<file path="config.mk">
export PLATFORM = sky130hd
export DESIGN_NAME = vga_timing_gen
export DESIGN_NICKNAME = d
export VERILOG_FILES = /design/src/rtl/vga_pkg.sv /design/src/rtl/vga_axis_counter.sv /design/src/rtl/vga_timing_gen.sv
export SDC_FILE = /design/constraint.sdc
export NUM_CORES = 1
export LEC_CHECK = 0
export CAP_MARGIN = 0
export CORE_ASPECT_RATIO = 0.6
export CORE_UTILIZATION = 40
export CTS_CLUSTER_DIAMETER = 100
export CTS_CLUSTER_SIZE = 40
export DETAILED_ROUTE_END_ITERATION = 8
export PLACE_DENSITY_LB_ADDON = 0.15
export SETUP_SLACK_MARGIN = 0.3
export SYNTH_ARGS = -nofsm -noshare
export SYNTH_HDL_FRONTEND = slang
export SYNTH_SLANG_ARGS = --single-unit
</file>
<file path="constraint.sdc">
create_clock -name clock -period 2.9 [get_ports clock]
set_input_delay 0.87 -clock clock [delete_from_list [all_inputs] [get_ports clock]]
set_output_delay 0.87 -clock clock [all_outputs]
set_load 0.02 [all_outputs]
</file>
<file path="src/rtl/vga_pkg.sv">
// Shared types, default 640x480@60 timing constants and the line/frame total helper
// for the VGA raster timing generator.
package vga_pkg;

  typedef enum logic [1:0] {
    IDLE     = 2'd0,
    RUN      = 2'd1,
    STOPPING = 2'd2
  } vga_state_e;

  localparam int unsigned VGA_H_ACTIVE = 640;
  localparam int unsigned VGA_H_FP     = 16;
  localparam int unsigned VGA_H_SYNC   = 96;
  localparam int unsigned VGA_H_BP     = 48;
  localparam int unsigned VGA_V_ACTIVE = 480;
  localparam int unsigned VGA_V_FP     = 10;
  localparam int unsigned VGA_V_SYNC   = 2;
  localparam int unsigned VGA_V_BP     = 33;
  localparam int unsigned VGA_PIX_DIV  = 2;
  localparam int unsigned VGA_CNT_W    = 10;
  localparam int unsigned VGA_FRAME_W  = 16;

  function automatic int unsigned vga_total(input int unsigned active,
                                            input int unsigned fp,
                                            input int unsigned sync,
                                            input int unsigned bp);
    return active + fp + sync + bp;
  endfunction

endpackage

</file>
<file path="src/rtl/vga_axis_counter.sv">
// One raster axis: wrapping position counter with registered sync and active flags
// that always describe the count presented in the same clock.
module vga_axis_counter
  import vga_pkg::*;
#(
  parameter int unsigned CNT_W  = VGA_CNT_W,
  parameter int unsigned ACTIVE = VGA_H_ACTIVE,
  parameter int unsigned FP     = VGA_H_FP,
  parameter int unsigned SYNC   = VGA_H_SYNC,
  parameter int unsigned BP     = VGA_H_BP,
  parameter bit          POL    = 1'b0
) (
  input  logic             clock,
  input  logic             reset,
  input  logic             advance_i,
  input  logic             clear_i,
  output logic [CNT_W-1:0] count_o,
  output logic             wrap_o,
  output logic             sync_o,
  output logic             active_o
);

  localparam int unsigned      TOTAL   = vga_total(ACTIVE, FP, SYNC, BP);
  localparam logic [CNT_W-1:0] LAST    = CNT_W'(TOTAL - 1);
  localparam logic [CNT_W-1:0] SYNC_LO = CNT_W'(ACTIVE + FP);
  localparam logic [CNT_W-1:0] SYNC_HI = CNT_W'(ACTIVE + FP + SYNC);
  localparam logic [CNT_W-1:0] ACT_LIM = CNT_W'(ACTIVE);

  logic [CNT_W-1:0] count_q, count_d;
  logic             sync_q, sync_d;
  logic             active_q, active_d;

  assign wrap_o = (count_q == LAST);

  // Flags are decoded from the next count so they line up with it once registered.
  always_comb begin
    count_d = count_q;
    if (clear_i) begin
      count_d = '0;
    end else if (advance_i) begin
      count_d = wrap_o ? '0 : count_q + 1'b1;
    end
    sync_d   = ((count_d >= SYNC_LO) && (count_d < SYNC_HI)) ? POL : ~POL;
    active_d = !clear_i && (count_d < ACT_LIM);
  end

  // NOTE: state registers use non-blocking assignments so every flop samples
  // pre-edge values; blocking here would create order-dependent simulation.
  always_ff @(posedge clock or posedge reset) begin
    if (reset) begin
      count_q  <= '0;
      sync_q   <= ~POL;
      active_q <= 1'b0;
    end else begin
      count_q  <= count_d;
      sync_q   <= sync_d;
      active_q <= active_d;
    end
  end

  assign count_o  = count_q;
  assign sync_o   = sync_q;
  assign active_o = active_q;

endmodule

</file>
<file path="src/rtl/vga_timing_gen.sv">
// Parametrised VGA raster timing generator with run/stop control that halts only on a
// frame boundary. Define VGA_TIMING_FRAME_COUNT_EN to add the completed-frame counter.
module vga_timing_gen
  import vga_pkg::*;
#(
  parameter int unsigned H_ACTIVE   = VGA_H_ACTIVE,
  parameter int unsigned H_FP       = VGA_H_FP,
  parameter int unsigned H_SYNC     = VGA_H_SYNC,
  parameter int unsigned H_BP       = VGA_H_BP,
  parameter int unsigned V_ACTIVE   = VGA_V_ACTIVE,
  parameter int unsigned V_FP       = VGA_V_FP,
  parameter int unsigned V_SYNC     = VGA_V_SYNC,
  parameter int unsigned V_BP       = VGA_V_BP,
  parameter bit          H_SYNC_POL = 1'b0,
  parameter bit          V_SYNC_POL = 1'b0,
  parameter int unsigned PIX_DIV    = VGA_PIX_DIV,
  parameter int unsigned CNT_W      = VGA_CNT_W
`ifdef VGA_TIMING_FRAME_COUNT_EN
  ,
  parameter int unsigned FRAME_W    = VGA_FRAME_W
`endif
) (
  input  logic             clock,
  input  logic             reset,
  input  logic             enable,
  output logic             running,
  output logic             pix_tick,
  output logic [CNT_W-1:0] h_count,
  output logic [CNT_W-1:0] v_count,
  output logic             h_sync,
  output logic             v_sync,
  output logic             video_on,
  output logic             line_start,
  output logic             frame_start,
  output logic             vblank_start
`ifdef VGA_TIMING_FRAME_COUNT_EN
  ,
  output logic [FRAME_W-1:0] frame_count
`endif
);

  localparam int unsigned      H_TOTAL  = vga_total(H_ACTIVE, H_FP, H_SYNC, H_BP);
  localparam int unsigned      V_TOTAL  = vga_total(V_ACTIVE, V_FP, V_SYNC, V_BP);
  localparam longint unsigned  CNT_MAX  = (64'd1 << CNT_W) - 64'd1;
  localparam int unsigned      DIV_W    = (PIX_DIV > 1) ? $clog2(PIX_DIV) : 1;
  localparam logic [DIV_W-1:0] DIV_LAST = DIV_W'(PIX_DIV - 1);
  localparam logic [CNT_W-1:0] V_PRE_BLANK = CNT_W'(V_ACTIVE - 1);

  if ((64'(H_TOTAL) - 64'd1 > CNT_MAX) || (64'(V_TOTAL) - 64'd1 > CNT_MAX)) begin : g_cnt_w_check
    $error("vga_timing_gen: CNT_W cannot hold H_TOTAL-1 / V_TOTAL-1");
  end
  if (PIX_DIV < 1) begin : g_pix_div_check
    $error("vga_timing_gen: PIX_DIV must be at least 1");
  end

  vga_state_e       state_q, state_d;
  logic             running_q, run_d;
  logic [DIV_W-1:0] div_q, div_d;
  logic             h_wrap, v_wrap, h_active, v_active;
  logic             frame_wrap, first_start, line_adv;
  logic             line_start_q, frame_start_q, vblank_start_q;

  assign pix_tick    = running_q && (div_q == DIV_LAST);
  assign frame_wrap  = pix_tick && h_wrap && v_wrap;
  assign first_start = (state_q == IDLE) && enable;

  // NOTE: every always_comb output gets a default first, so no path can infer a latch.
  always_comb begin
    state_d = state_q;
    case (state_q)
      IDLE:     if (enable) state_d = RUN;
      RUN:      if (!enable) state_d = STOPPING;
      STOPPING: begin
        if (enable)          state_d = RUN;
        else if (frame_wrap) state_d = IDLE;
      end
      default:  state_d = IDLE;
    endcase
  end

  assign run_d    = (state_d != IDLE);
  assign line_adv = pix_tick && h_wrap && run_d;

  // The divider starts from 0 in the first running cycle, so the first tick lands PIX_DIV
  // clocks after enable is sampled.
  always_comb begin
    div_d = div_q + 1'b1;
    if (!run_d || !running_q || pix_tick) div_d = '0;
  end

  always_ff @(posedge clock or posedge reset) begin
    if (reset) begin
      state_q        <= IDLE;
      running_q      <= 1'b0;
      div_q          <= '0;
      line_start_q   <= 1'b0;
      frame_start_q  <= 1'b0;
      vblank_start_q <= 1'b0;
    end else begin
      state_q        <= state_d;
      running_q      <= run_d;
      div_q          <= div_d;
      line_start_q   <= first_start || line_adv;
      frame_start_q  <= first_start || (frame_wrap && run_d);
      vblank_start_q <= line_adv && (v_count == V_PRE_BLANK);
    end
  end

  vga_axis_counter #(
    .CNT_W (CNT_W),
    .ACTIVE(H_ACTIVE),
    .FP    (H_FP),
    .SYNC  (H_SYNC),
    .BP    (H_BP),
    .POL   (H_SYNC_POL)
  ) u_h_axis (
    .clock    (clock),
    .reset    (reset),
    .advance_i(pix_tick),
    .clear_i  (!run_d),
    .count_o  (h_count),
    .wrap_o   (h_wrap),
    .sync_o   (h_sync),
    .active_o (h_active)
  );

  vga_axis_counter #(
    .CNT_W (CNT_W),
    .ACTIVE(V_ACTIVE),
    .FP    (V_FP),
    .SYNC  (V_SYNC),
    .BP    (V_BP),
    .POL   (V_SYNC_POL)
  ) u_v_axis (
    .clock    (clock),
    .reset    (reset),
    .advance_i(pix_tick && h_wrap),
    .clear_i  (!run_d),
    .count_o  (v_count),
    .wrap_o   (v_wrap),
    .sync_o   (v_sync),
    .active_o (v_active)
  );

  // Both active flags are cleared whenever the raster stops, so this already implies running.
  assign video_on     = h_active && v_active;
  assign running      = running_q;
  assign line_start   = line_start_q;
  assign frame_start  = frame_start_q;
  assign vblank_start = vblank_start_q;

`ifdef VGA_TIMING_FRAME_COUNT_EN
  logic [FRAME_W-1:0] frame_count_q;

  // Counts only wrap-generated frame starts; survives IDLE so software sees a running total.
  always_ff @(posedge clock or posedge reset) begin
    if (reset) begin
      frame_count_q <= '0;
    end else if (frame_wrap && run_d) begin
      frame_count_q <= frame_count_q + 1'b1;
    end
  end

  assign frame_count = frame_count_q;
`endif

endmodule
</file>
After elaboration in Yosys (flattened, before gate mapping). Index checks and enable logic that the tools add are counted.

Flip-flop bits (word level): 31. Input port bits: 3. Output and inout bits: 28. Logic and storage cells: 60.

Add/subtract/negate cells: 3. Order comparisons: 6. Eq/ne operators: 5. Multiplexer cells: 14. Reductions and logical operators: 20.

Operator list (number): 10-bit 2-to-1 mux (6); 10-bit by 1-bit adder with 10-bit output (second input constant) (2); 10-bit equality test (second input constant) (2); 10-bit less-than comparator (second input constant) (2); 10-bit by 9-bit less-than comparator with 1-bit output (second input constant) (2); 1-bit logical AND (12); 10-bit by 9-bit equality test with 1-bit output (second input constant) (1); 10-bit greater-or-equal comparator (second input constant) (1); 10-bit by 9-bit greater-or-equal comparator with 1-bit output (second input constant) (1); 2-bit 2-to-1 mux (4); 2-bit case mux with 3 select lines (1); 1-bit logical OR (4); 1-bit 2-to-1 mux (3); 2-bit by 1-bit equality test with 1-bit output (second input constant) (1); 2-bit equality test (second input constant) (1); 1-bit zero test (2); 2-bit zero test (1); 2-bit nonzero test (1); 1-bit adder (second input constant) (1).

Depth between registers and ports, before layout.
Depth in word-level cells: 11. Mapped depth: 8.

By module. A second synthesis with hierarchy kept.

Cell total of the unflattened synthesis: 207. Area, all modules: 1951.9 um2.

By module, submodules not included: vga_axis_counter at u_h_axis (times used 1, cells an instance 85, area an instance 809.5 um2, sequential area each 301.5 um2); vga_axis_counter at u_v_axis (times used 1, cells an instance 83, area an instance 752.0 um2, sequential area each 301.5 um2); vga_timing_gen (times used 1, cells an instance 39, area an instance 390.4 um2, sequential area each 175.2 um2).

Worst setup path before layout. Ideal clock, no wire load.

Path type: flip-flop to flip-flop. Start: reg u_h_axis.count_q[5], in the netlist u_h_axis.count_o[5]. End: reg u_v_axis.active_q, in the netlist u_v_axis.active_o. Arrival: 2.175 ns. Required time: 2.767 ns. Setup slack: 0.592 ns. Cell stages (with the launch flop): 8. Path buffers: 1. Clock period less this slack: 2.308 ns. Cell sequence: dfrtp_1 > clkbuf_8 > or3b_4 > nor4_4 > nand3_1 > xnor2_2 > nor4_2 > a211oi_1.

Longest elaborated chain between the ends: 10.

Ends and longest elaborated chain: from (decl) (line vga_axis_counter.sv:29) `logic [CNT_W-1:0] count_q, count_d;`; from (signal assigned) (line vga_axis_counter.sv:55) `count_q <= count_d;`; 10-bit equality test (*) (line vga_axis_counter.sv:33) `assign wrap_o = (count_q == LAST);`; 1-bit logical AND (*) (line vga_timing_gen.sv:64, vga_timing_gen.sv:137); 1-bit logical AND (line vga_timing_gen.sv:64) `assign frame_wrap = pix_tick && h_wrap && v_wrap;`; 2-bit 2-to-1 mux (line vga_timing_gen.sv:75) `else if (frame_wrap) state_d = IDLE;`; 2-bit 2-to-1 mux (line vga_timing_gen.sv:74) `if (enable) state_d = RUN;`; 2-bit case mux with 3 select lines (line vga_timing_gen.sv:70) `case (state_q)`; 2-bit nonzero test (line vga_timing_gen.sv:81) `assign run_d = (state_d != IDLE);`; 10-bit 2-to-1 mux (line vga_axis_counter.sv:38) `if (clear_i) begin`; 10-bit by 9-bit less-than comparator with 1-bit output (line vga_axis_counter.sv:44) `active_d = !clear_i && (count_d < ACT_LIM);`; 1-bit logical AND (*) (line vga_axis_counter.sv:44); via u_v_axis.active_d (line vga_axis_counter.sv:31) `logic active_q, active_d;`; to (signal assigned) (line vga_axis_counter.sv:57) `active_q <= active_d;`; to (decl) (line vga_axis_counter.sv:31).

Mark *: on every way through the listed nets, which the timed path passes. The rest lies on a longest branch.

Final worst setup path.
Start: reg div_q. End: out pix_tick.

Longest elaborated chain between the ends: 1.

Ends and longest elaborated chain: from (decl) (line vga_timing_gen.sv:58) `logic [DIV_W-1:0] div_q, div_d;`; from (signal assigned) (line vga_timing_gen.sv:102) `div_q <= div_d;`; 1-bit logical AND (line vga_timing_gen.sv:63) `assign pix_tick = running_q && (div_q == DIV_LAST);`; to (decl) (line vga_timing_gen.sv:27) `output logic pix_tick,`.

No other way between the ends.

==> results.yml <==
run_status:
  status: "completed"
logic_synthesis:
  synthTopCellsByCount: "dfrtp_1, nor2_1, nand2_1"
  synthCells: 172
  ys_ff_latch: 31
  synthFlopType: "dfrtp_1"
  synth_top_area_share_pct: 43.25
  yosysTopAreaCell: "dfrtp_1"
  synth_cell_types: 47
  synth_most_common_cell: "dfrtp_1"
  synth_edf_count: 0
  ys_seq_area_share_pct: 46.38
  avgSynthCellArea_sq_um: 9.755
  synthArstFlopShare_pct: 100.0
  synth.area.top_cells: "dfrtp_1, xor2_1, nor2_1, nand3_1, nand2_1"
  synth_warnings: 0
  synth_nets: 178
  synth.cell_area_sq_um: 1678
min_path:
  hold_path_class: "register to register"
pwr:
  cellPowerDensity_nw_per_um2: 463.5
  total_power_mw: 0.9824
  switching_share_pct: 26.54
  clkPwrFrac_pct: 38.1
  internal-power_mw: 0.7217
  p_seq_share_pct: 48.4
  irDropWorstVdd_v: 0.0003278
  p_switching_mw: 0.2607
  pwr-share-comb_pct: 13.5
  power_leakage_nw: 0.9309
sta:
  tns_ns: 0
  drv_slew: 0
  setup_viol: 0
  fin_skew_ns: 0.004253
  finalHoldViolations: 0
  min_period_over_period_pct: 84.68
  fmax_ghz: 0.4072
  relSlewSlack_pct: 59.85
  period_needed_ns: 2.456
  rsz0062_at_grt: "no"
  finalHoldWorstSlack_ns: 0.4623
  worstMarginPinSlew_ns: 0.5942
finish:
  nNetsFinal: 213
  diodes: 0
  drive_above_1_share_pct: 11.54
  syn2layout_area_growth_pct: 26.32
  finalNonFillerCells: 255
routing:
  drc_errors: 0
  ant_nets: 0
  wire_per_inst_um: 15.82
  firstDrtPassIters: 4
  vias: 1387
  dr.first_iter.drc_count: 125
  vias_per_cell: 5.439
  routed_wl_um: 4033
cts:
  postCtsSetupBuffers: 0
  htreeDepth: 2
  clk_latency_ns: 0.29
  cts_tree: "done"
  ctsHoldBuffers: 0
  cts-root-buf: "clkbuf_8"
  numClockSinks: 31
  cts_buffers: 5
  clk_pin_slew_ns: 0.06
  cts_buffer_depth: 2
critical_path:
  critPathCaptureType: "primary output"
  start_kind: "register"
  worst-path-buf-inv: 2
  cp_cell_sequence: "nand2_2, clkinv_2, clkdlybuf4s50_1"
  path_max_fanout: 8
  max_stage_delay_ns: 0.57
  critPathRequiredTime_ns: 2.03
  crit_family: "buffers and inverters"
  path_class: "register to primary output"
  worstPathArrival_ns: 1.59
  cp_slowest_cell: "clkdlybuf4s50_1"
global_routing:
  grt_pass1_vias: 1329
  grt_pass1_wl_um: 6824
  grtUsageTotal_pct: 20.90
  antenna_found_initial: 0
  grt_max_degree: 32
  grt_overflow: 0
placed_design:
  dp_hpwl_um: 2934
  io_buffers: 30
  dp.cells: 247
  place.gp.congestion: 0.8940
die:
  die_w_um: 85.61
  ios: 31
  dieArea_sq_um: 4466
  coreArea_sq_um: 3829
  rows: 17
  die_h_um: 52.17
  initial_core_util_pct: 43.82
flow_run:
  cap_violations: 0
==> what timing repair did <==
item                       CTS  global route
hold endpoints to repair     0             0
setup endpoints to repair    1             3
pin swaps                    0             0
resized for setup            1             2
==> registers in the layout (all words and copies together), names as in the netlist <==
signal / flops
u_h_axis.count_o: 10
u_v_axis.count_o: 10
state_q: 2
div_q: 1
frame_start: 1
line_start: 1
running: 1
u_h_axis.active_o: 1
u_h_axis.sync_o: 1
u_v_axis.active_o: 1
u_v_axis.sync_o: 1
vblank_start: 1
==> per-stage QoR <==
stage | cell area (sq um) | utilization, % | setup WS [ns]
after floorplan | 1678 | - | 0.5920
final | 2120 | 55.36 | 0.4442
after CTS | 2116 | 55.26 | 0.3073
after global placement | 2014 | 52.61 | 0.3818
after detailed placement | 2014 | 52.61 | 0.2445
after global routing | 2120 | 55.36 | 0.3295
==> final cells by class <==
type	instances	area, sq um
inverter	5	20.02
tap	47	58.81
sequential	31	778.2
clock buffer	8	100.1
fill	344	1709
timing repair buffer	32	315.3
multi-input combinational	132	847.1
==> path summary, 6_finish.rpt <==
kind / start / endpoint / slack [ns] / depth (start not counted)
setup / recovery: div_q / pix_tick / 0.44 / 3
hold / removal: div_q / div_q / 0.46 / 1
setup reg to reg: u_h_axis.count_o[5] / u_v_axis.active_o / 0.52 / 6
hold reg to reg: div_q / div_q / 0.46 / 1
max in group asynchronous: reset / u_v_axis.sync_o / 1.61 / 3
min in group asynchronous: reset / u_h_axis.count_o[7] / 0.97 / 3
==> routing by layer <==
layer	vias to the layer above	track usage [%]	wire length, um
li1	678	-	-
met1	655	31.37	2100
met2	50	27.60	1634
met3	4	5.873	250
met4	0	8.611	47
met5	-	0	0
==> power groups by stage <==
stage / registers, mW / logic, mW / clock network [mW]
after floorplan: 0.489 / 0.0677 / 0
after global placement: 0.480 / 0.129 / 0
after detailed placement: 0.482 / 0.132 / 0
after CTS: 0.475 / 0.133 / 0.384
after global routing: 0.480 / 0.145 / 0.400
final: 0.476 / 0.133 / 0.374
==> cell usage in the layout, fill, tap and decap left out, types with 3 or more instances in the layout <==
cell / n
clkdlybuf4s50_1: 30
dfrtp_1: 29
nor2_1: 26
nand2_1: 14
nand3_1: 13
xor2_1: 12
nand4_1: 7
clkbuf_8: 7
a21oi_1: 6
xnor2_1: 6
and3_1: 5
inv_1: 4
and3_2: 3
ha_1: 3
==> kinds of logic (layout without fill, tap and decap cells) <==
logic type      after synthesis  in the layout  share of synthesized area, %
mux                           1              1                        0.5966
simple gates                 88             88                         28.79
compound gates               21             21                         8.277
fa+ha+maj                     3              3                         2.237
xor+xnor                     19             19                         10.37
flops                        31             31                         46.38
buf+inv                       9             45                         3.355
No activity file was read; power rests on OpenSTA's default activity.
